**config.mk**
```make
export PLATFORM = sky130hd
export DESIGN_NAME = alu_usub_seq_flat
export DESIGN_NICKNAME = d
export VERILOG_FILES = /design/src/rtl/alu_usub_seq_if.sv /design/src/rtl/alu_usub_seq.sv /design/src/flat_wrapper.sv
export SDC_FILE = /design/constraint.sdc
export NUM_CORES = 1
export LEC_CHECK = 0
export ABC_CLOCK_PERIOD_IN_PS = 2700
export BUFFER_PORTS_ARGS = -buffer_cell sky130_fd_sc_hd__buf_2
export CORE_MARGIN = 2
export CORE_UTILIZATION = 31
export CTS_CLUSTER_DIAMETER = 80
export DETAILED_ROUTE_END_ITERATION = 7
export RECOVER_POWER = 25
export SYNTH_ARGS = -nofsm -noshare
export SYNTH_HDL_FRONTEND = slang
export SYNTH_SLANG_ARGS = --single-unit
export TNS_END_PERCENT = 20
```
**constraint.sdc**
```tcl
create_clock -name i_clk -period 2.7 [get_ports i_clk]
set_input_delay 0.27 -clock i_clk [delete_from_list [all_inputs] [get_ports i_clk]]
set_output_delay 0.27 -clock i_clk [all_outputs]
set_load 0.02 [all_outputs]
```
**src/rtl/alu_usub_seq_if.sv**
```systemverilog
// Valid/ready operand and result channel for the sequential unsigned subtractor.
interface alu_usub_seq_if #(
  parameter int SIZE = 8
);
  logic            i_valid;
  logic            o_ready;
  logic [SIZE-1:0] i_s1;
  logic [SIZE-1:0] i_s2;
  logic            o_valid;
  logic            i_ready;
  logic [SIZE-1:0] o_result;
  logic            o_borrow;

  modport master (
    output i_valid, i_s1, i_s2, i_ready,
    input  o_ready, o_valid, o_result, o_borrow
  );

  modport slave (
    input  i_valid, i_s1, i_s2, i_ready,
    output o_ready, o_valid, o_result, o_borrow
  );
endinterface

```
**src/rtl/alu_usub_seq.sv**
```systemverilog
// Multi-cycle unsigned subtractor: s1 - s2 mod 2^SIZE, CHUNK bits per cycle, LSB chunk first.
//   state | meaning
//   IDLE  | ready for operands
//   RUN   | one chunk of the difference per cycle, borrow carried in a register
//   DONE  | result held until downstream accepts
module alu_usub_seq #(
  parameter int SIZE  = 8,
  parameter int CHUNK = 2
) (
  input logic            i_clk,
  input logic            i_rst_n,
  alu_usub_seq_if.slave  bus
);
  localparam int NCH   = SIZE / CHUNK;
  localparam int CNT_W = (NCH > 1) ? $clog2(NCH) : 1;

  typedef enum logic [1:0] {IDLE, RUN, DONE} state_t;

  state_t            state, state_nxt;
  logic [SIZE-1:0]   a_sh, b_sh, res;
  logic              bin;
  logic [CNT_W-1:0]  cnt;
  logic              last_chunk;
  logic [CHUNK:0]    diff;
  logic [SIZE-1:0]   diff_ext;

  assign last_chunk = (cnt == CNT_W'(NCH - 1));

  // Extra top bit of diff is the borrow out of this chunk.
  always_comb begin
    diff     = {1'b0, a_sh[CHUNK-1:0]} - {1'b0, b_sh[CHUNK-1:0]} - {{CHUNK{1'b0}}, bin};
    diff_ext = SIZE'(diff[CHUNK-1:0]);
  end

  always_ff @(posedge i_clk) begin
    if (!i_rst_n) state <= IDLE;
    else          state <= state_nxt;
  end

  always_comb begin
    state_nxt = state;
    case (state)
      IDLE:    if (bus.i_valid) state_nxt = RUN;
      RUN:     if (last_chunk)  state_nxt = DONE;
      DONE:    if (bus.i_ready) state_nxt = IDLE;
      default: state_nxt = IDLE;
    endcase
  end

  always_ff @(posedge i_clk) begin
    if (!i_rst_n) begin
      a_sh <= '0;
      b_sh <= '0;
      res  <= '0;
      bin  <= 1'b0;
      cnt  <= '0;
    end else begin
      case (state)
        IDLE: begin
          if (bus.i_valid) begin
            a_sh <= bus.i_s1;
            b_sh <= bus.i_s2;
            bin  <= 1'b0;
            cnt  <= '0;
          end
        end
        RUN: begin
          a_sh <= a_sh >> CHUNK;
          b_sh <= b_sh >> CHUNK;
          res  <= (res >> CHUNK) | (diff_ext << (SIZE - CHUNK));
          bin  <= diff[CHUNK];
          cnt  <= cnt + CNT_W'(1);
        end
        default: ;
      endcase
    end
  end

  assign bus.o_ready  = (state == IDLE);
  assign bus.o_valid  = (state == DONE);
  assign bus.o_result = res;
  assign bus.o_borrow = bin;
endmodule

```
**src/flat_wrapper.sv**
```systemverilog
// flat-port wrapper written by rule: the top's interface ports become plain ports
module alu_usub_seq_flat 
#(
  parameter int SIZE  = 8,
  parameter int CHUNK = 2
)
  (i_clk, i_rst_n, bus_i_valid, bus_i_s1, bus_i_s2, bus_i_ready, bus_o_ready, bus_o_valid, bus_o_result, bus_o_borrow);
  alu_usub_seq_if #(.SIZE(SIZE)) bus_i ();
  input logic i_clk;
  input logic i_rst_n;
  input wire logic [$bits(bus_i.i_valid)-1:0] bus_i_valid;
  input wire logic [$bits(bus_i.i_s1)-1:0] bus_i_s1;
  input wire logic [$bits(bus_i.i_s2)-1:0] bus_i_s2;
  input wire logic [$bits(bus_i.i_ready)-1:0] bus_i_ready;
  output wire logic [$bits(bus_i.o_ready)-1:0] bus_o_ready;
  output wire logic [$bits(bus_i.o_valid)-1:0] bus_o_valid;
  output wire logic [$bits(bus_i.o_result)-1:0] bus_o_result;
  output wire logic [$bits(bus_i.o_borrow)-1:0] bus_o_borrow;
  assign bus_i.i_valid = bus_i_valid;
  assign bus_i.i_s1 = bus_i_s1;
  assign bus_i.i_s2 = bus_i_s2;
  assign bus_i.i_ready = bus_i_ready;
  assign bus_o_ready = bus_i.o_ready;
  assign bus_o_valid = bus_i.o_valid;
  assign bus_o_result = bus_i.o_result;
  assign bus_o_borrow = bus_i.o_borrow;
  alu_usub_seq #(.SIZE(SIZE), .CHUNK(CHUNK)) u_core (.i_clk(i_clk), .i_rst_n(i_rst_n), .bus(bus_i));
endmodule
```
==> impl_metrics.tcl <==
set metrics [dict create \
    initial_core_util_pct 32.6 \
    ios 31 \
    diodes 0 \
    slew-limit-headroom_pct 45.8 \
    cpPeakStageDelay_ns 0.56 \
    gp_congestion 0.740 \
    power_frac_seq_pct 47.4 \
    dpl.hpwl_um 1850 \
    dp_slack_ns 0.700 \
    clkSinkCount 29 \
    mostFrequentLayoutCell "dfxtp_1" \
    drt-pass1-iter-count 4 \
    share_comb_of_total_power_pct 13.9 \
    grt_overflow 0 \
    powerDensity_nw_per_um2 649 \
    wl_um 2660 \
    crit_slowest_cell "fa_1" \
    clockRootBuffer "clkbuf_8" \
    synth_area_sq_um 1320 \
    clock.fmax_mhz 500 \
    grt_pass1_vias 1004 \
    layout_common_cells "29 x dfxtp_1, 24 x nand2_1, 21 x buf_2" \
    antenna_found_initial 0 \
    critPathTopFamily "adder cells" \
    layout_setup_ws_ns 0.699 \
    start_kind "flip-flop" \
    critPathRequiredTime_ns 2.93 \
    skew_ns 0.00731 \
    place_area_sq_um 1470 \
    tns_ns 0 \
    synth_seq_cells 29 \
    fin_nets 188 \
    finalCriticalPeriod_ns 2.00 \
    rsz0062_at_grt "false" \
    core_sq_um 4060 \
    syn_inst 136 \
    seq_area_frac_synth_pct 43.9 \
    crit_fanout 3 \
    status "finished clean" \
    gr-usage-all-layers_pct 12.0 \
    cts_made_buffers 5 \
    drtAntennaViolNets 0 \
    p_int_uw 753 \
    drive_gt1_share_pct 19.5 \
    ys.warnings.count 0 \
    num_vias 1039 \
    io_buffers 30 \
    clock_power_share_pct 38.7 \
    finish.utilization_pct 38.5 \
    swShare_pct 25.7 \
    area_growth_pct 18.3 \
    vias_per_cell 4.86 \
    cts_resized 0 \
    slew_viol_final 0 \
    synthTopCellsByArea "dfxtp_1 44%, o211a_1 8.3%, nand2_1 6.8%" \
    post_cts_buffers 0 \
    final_cell_area_sq_um 1560 \
    synth.avg_cell_area_sq_um 9.72 \
    yosys.area.top_type "dfxtp_1" \
    grt_first_pass_wirelength_um 4560 \
    ir_worst_vdd_v 0.000304 \
    cts_hold_buf 0 \
    p_sw_uw 261 \
    finalCritPeriodShare_pct 74.1 \
    p_leak_uw 0.000730 \
    finalSetupViolations 0 \
    drtIter0Drc 50 \
    endpoint_kind "flip-flop" \
    drv_cap 0 \
    reg2reg_setup_slack_ns 0.70 \
    crit_type "flip-flop to flip-flop" \
    drcViolationCount 0 \
    die_area_sq_um 4800 \
    clkTransAtPathRegs_ns 0.07 \
    tightest_slew_ns 0.812 \
    worstPathCellList "inv_1 -> fa_1 -> inv_1 -> ha_1 -> nor2_1 -> fa_1 -> nand2_1 -> o211a_1" \
    htree_levels 2 \
    hold_viol 0 \
    post_drt_wl_per_cell_um 12.4 \
    die_height_um 69.3 \
    hp-class "input pin to flip-flop" \
    clk_latency_ns 0.28 \
    synth_top_area_share_pct 43.9 \
    rows 23 \
    synth_cell_types 28 \
    cts_max_path_buffers 2 \
    crit_arrival_ns 2.23 \
    grt_start_max_net_pins 30 \
    die_w_um 69.3 \
    num-fill-cells 422 \
    cp.buffers_inverters 2 \
    cts_tree "yes" \
    syn_nets 161 \
]
[synth_stat cells]
cell,instances
dfxtp_1,29
nand2_1,24
o211a_1,11
nor2_1,9
mux2i_1,8
nor2b_1,7
a21boi_0,6
a22oi_1,6
inv_1,5
buf_2,4
o221ai_1,4
buf_4,3
ha_1,3
clkbuf_1,2
fa_1,2
a21boi_1,1
a21oi_1,1
and3_1,1
buf_6,1
nand2b_1,1
nand4bb_1,1
nor2b_4,1
nor3b_1,1
o21ai_0,1
o21ba_2,1
o21bai_1,1
or3b_4,1
xnor2_1,1
[tightest hold or removal path: cells and delay by family]
kind / cells / cell delay [ns]
AND/OR/NAND/NOR: 1 / 0.09
buffers and inverters: 1 / 0.08
AO/OA/AOI/OAI: 1 / 0.07
[routing by layer]
metal	vias to the layer above	routed length (um)	track usage [%]
met2	41	1220	18.2
met4	0	25	5.88
met1	472	1200	14.7
met5	-	0	0
li1	522	-	-
met3	4	209	4.65
[area by class of cell]
cell class,instances,area (sq um),area share [%]
multi-input combinational,92,661,42.3
timing repair buffer,30,139,8.89
clock buffer,7,96.3,6.16
inverter,5,18.8,1.20
clock inverter,1,5.00,0.320
sequential,29,581,37.1
tap,50,62.6,4.00
[power by group through the flow]
| stage | registers [uW] | logic [uW] | clock network (uW) |
|---|---|---|---|
| floorplan | 487 | 108 | 0 |
| global placement | 488 | 138 | 0 |
| detailed placement | 491 | 144 | 0 |
| CTS | 481 | 144 | 402 |
| global route | 486 | 159 | 430 |
| finish | 481 | 140 | 392 |
[path summary, 6_finish.rpt]
| path | end | startpoint | cells past startpoint |
|---|---|---|---|
| max | u_core.bus.o_result[7]$_SDFFE_PN0P_ | u_core.bus.o_borrow$_SDFFE_PN0P_ | 8 |
| min | u_core.a_sh[7]$_SDFFE_PN0P_ | bus_i_s1[7] | 3 |
| max reg2reg | u_core.bus.o_result[7]$_SDFFE_PN0P_ | u_core.bus.o_borrow$_SDFFE_PN0P_ | 8 |
| min reg2reg | u_core.bus.o_result[0]$_SDFFE_PN0P_ | u_core.bus.o_result[0]$_SDFFE_PN0P_ | 2 |
[cell families (layout without fill, tap and decap cells)]
family	Yosys count	in the layout	synth area share, %
compound gates	32	32	20.5
xor+xnor	1	1	0.663
fa+ha+maj	5	5	5.87
buf+inv	15	43	6.06
flops	29	29	43.9
mux	8	8	6.06
simple gates	46	46	17.0
[sequential cells by signal (all words and copies together) (netlist names)]
| signal | count |
|---|---|
| u_core.a_sh | 8 |
| u_core.bus.o_result | 8 |
| u_core.state | 2 |
| u_core.b_sh | 8 |
| u_core.cnt | 2 |
| u_core.bus.o_borrow | 1 |
[metrics by stage]
step	hold slack [ns]	cells	total power [uW]
finish	0.266	214	1010
global route	0.275	214	1070
CTS	0.263	214	1030
detailed placement	0.463	206	634
global placement	0.448	206	626
floorplan	0.441	136	595
(Power assumes the default switching activity.)
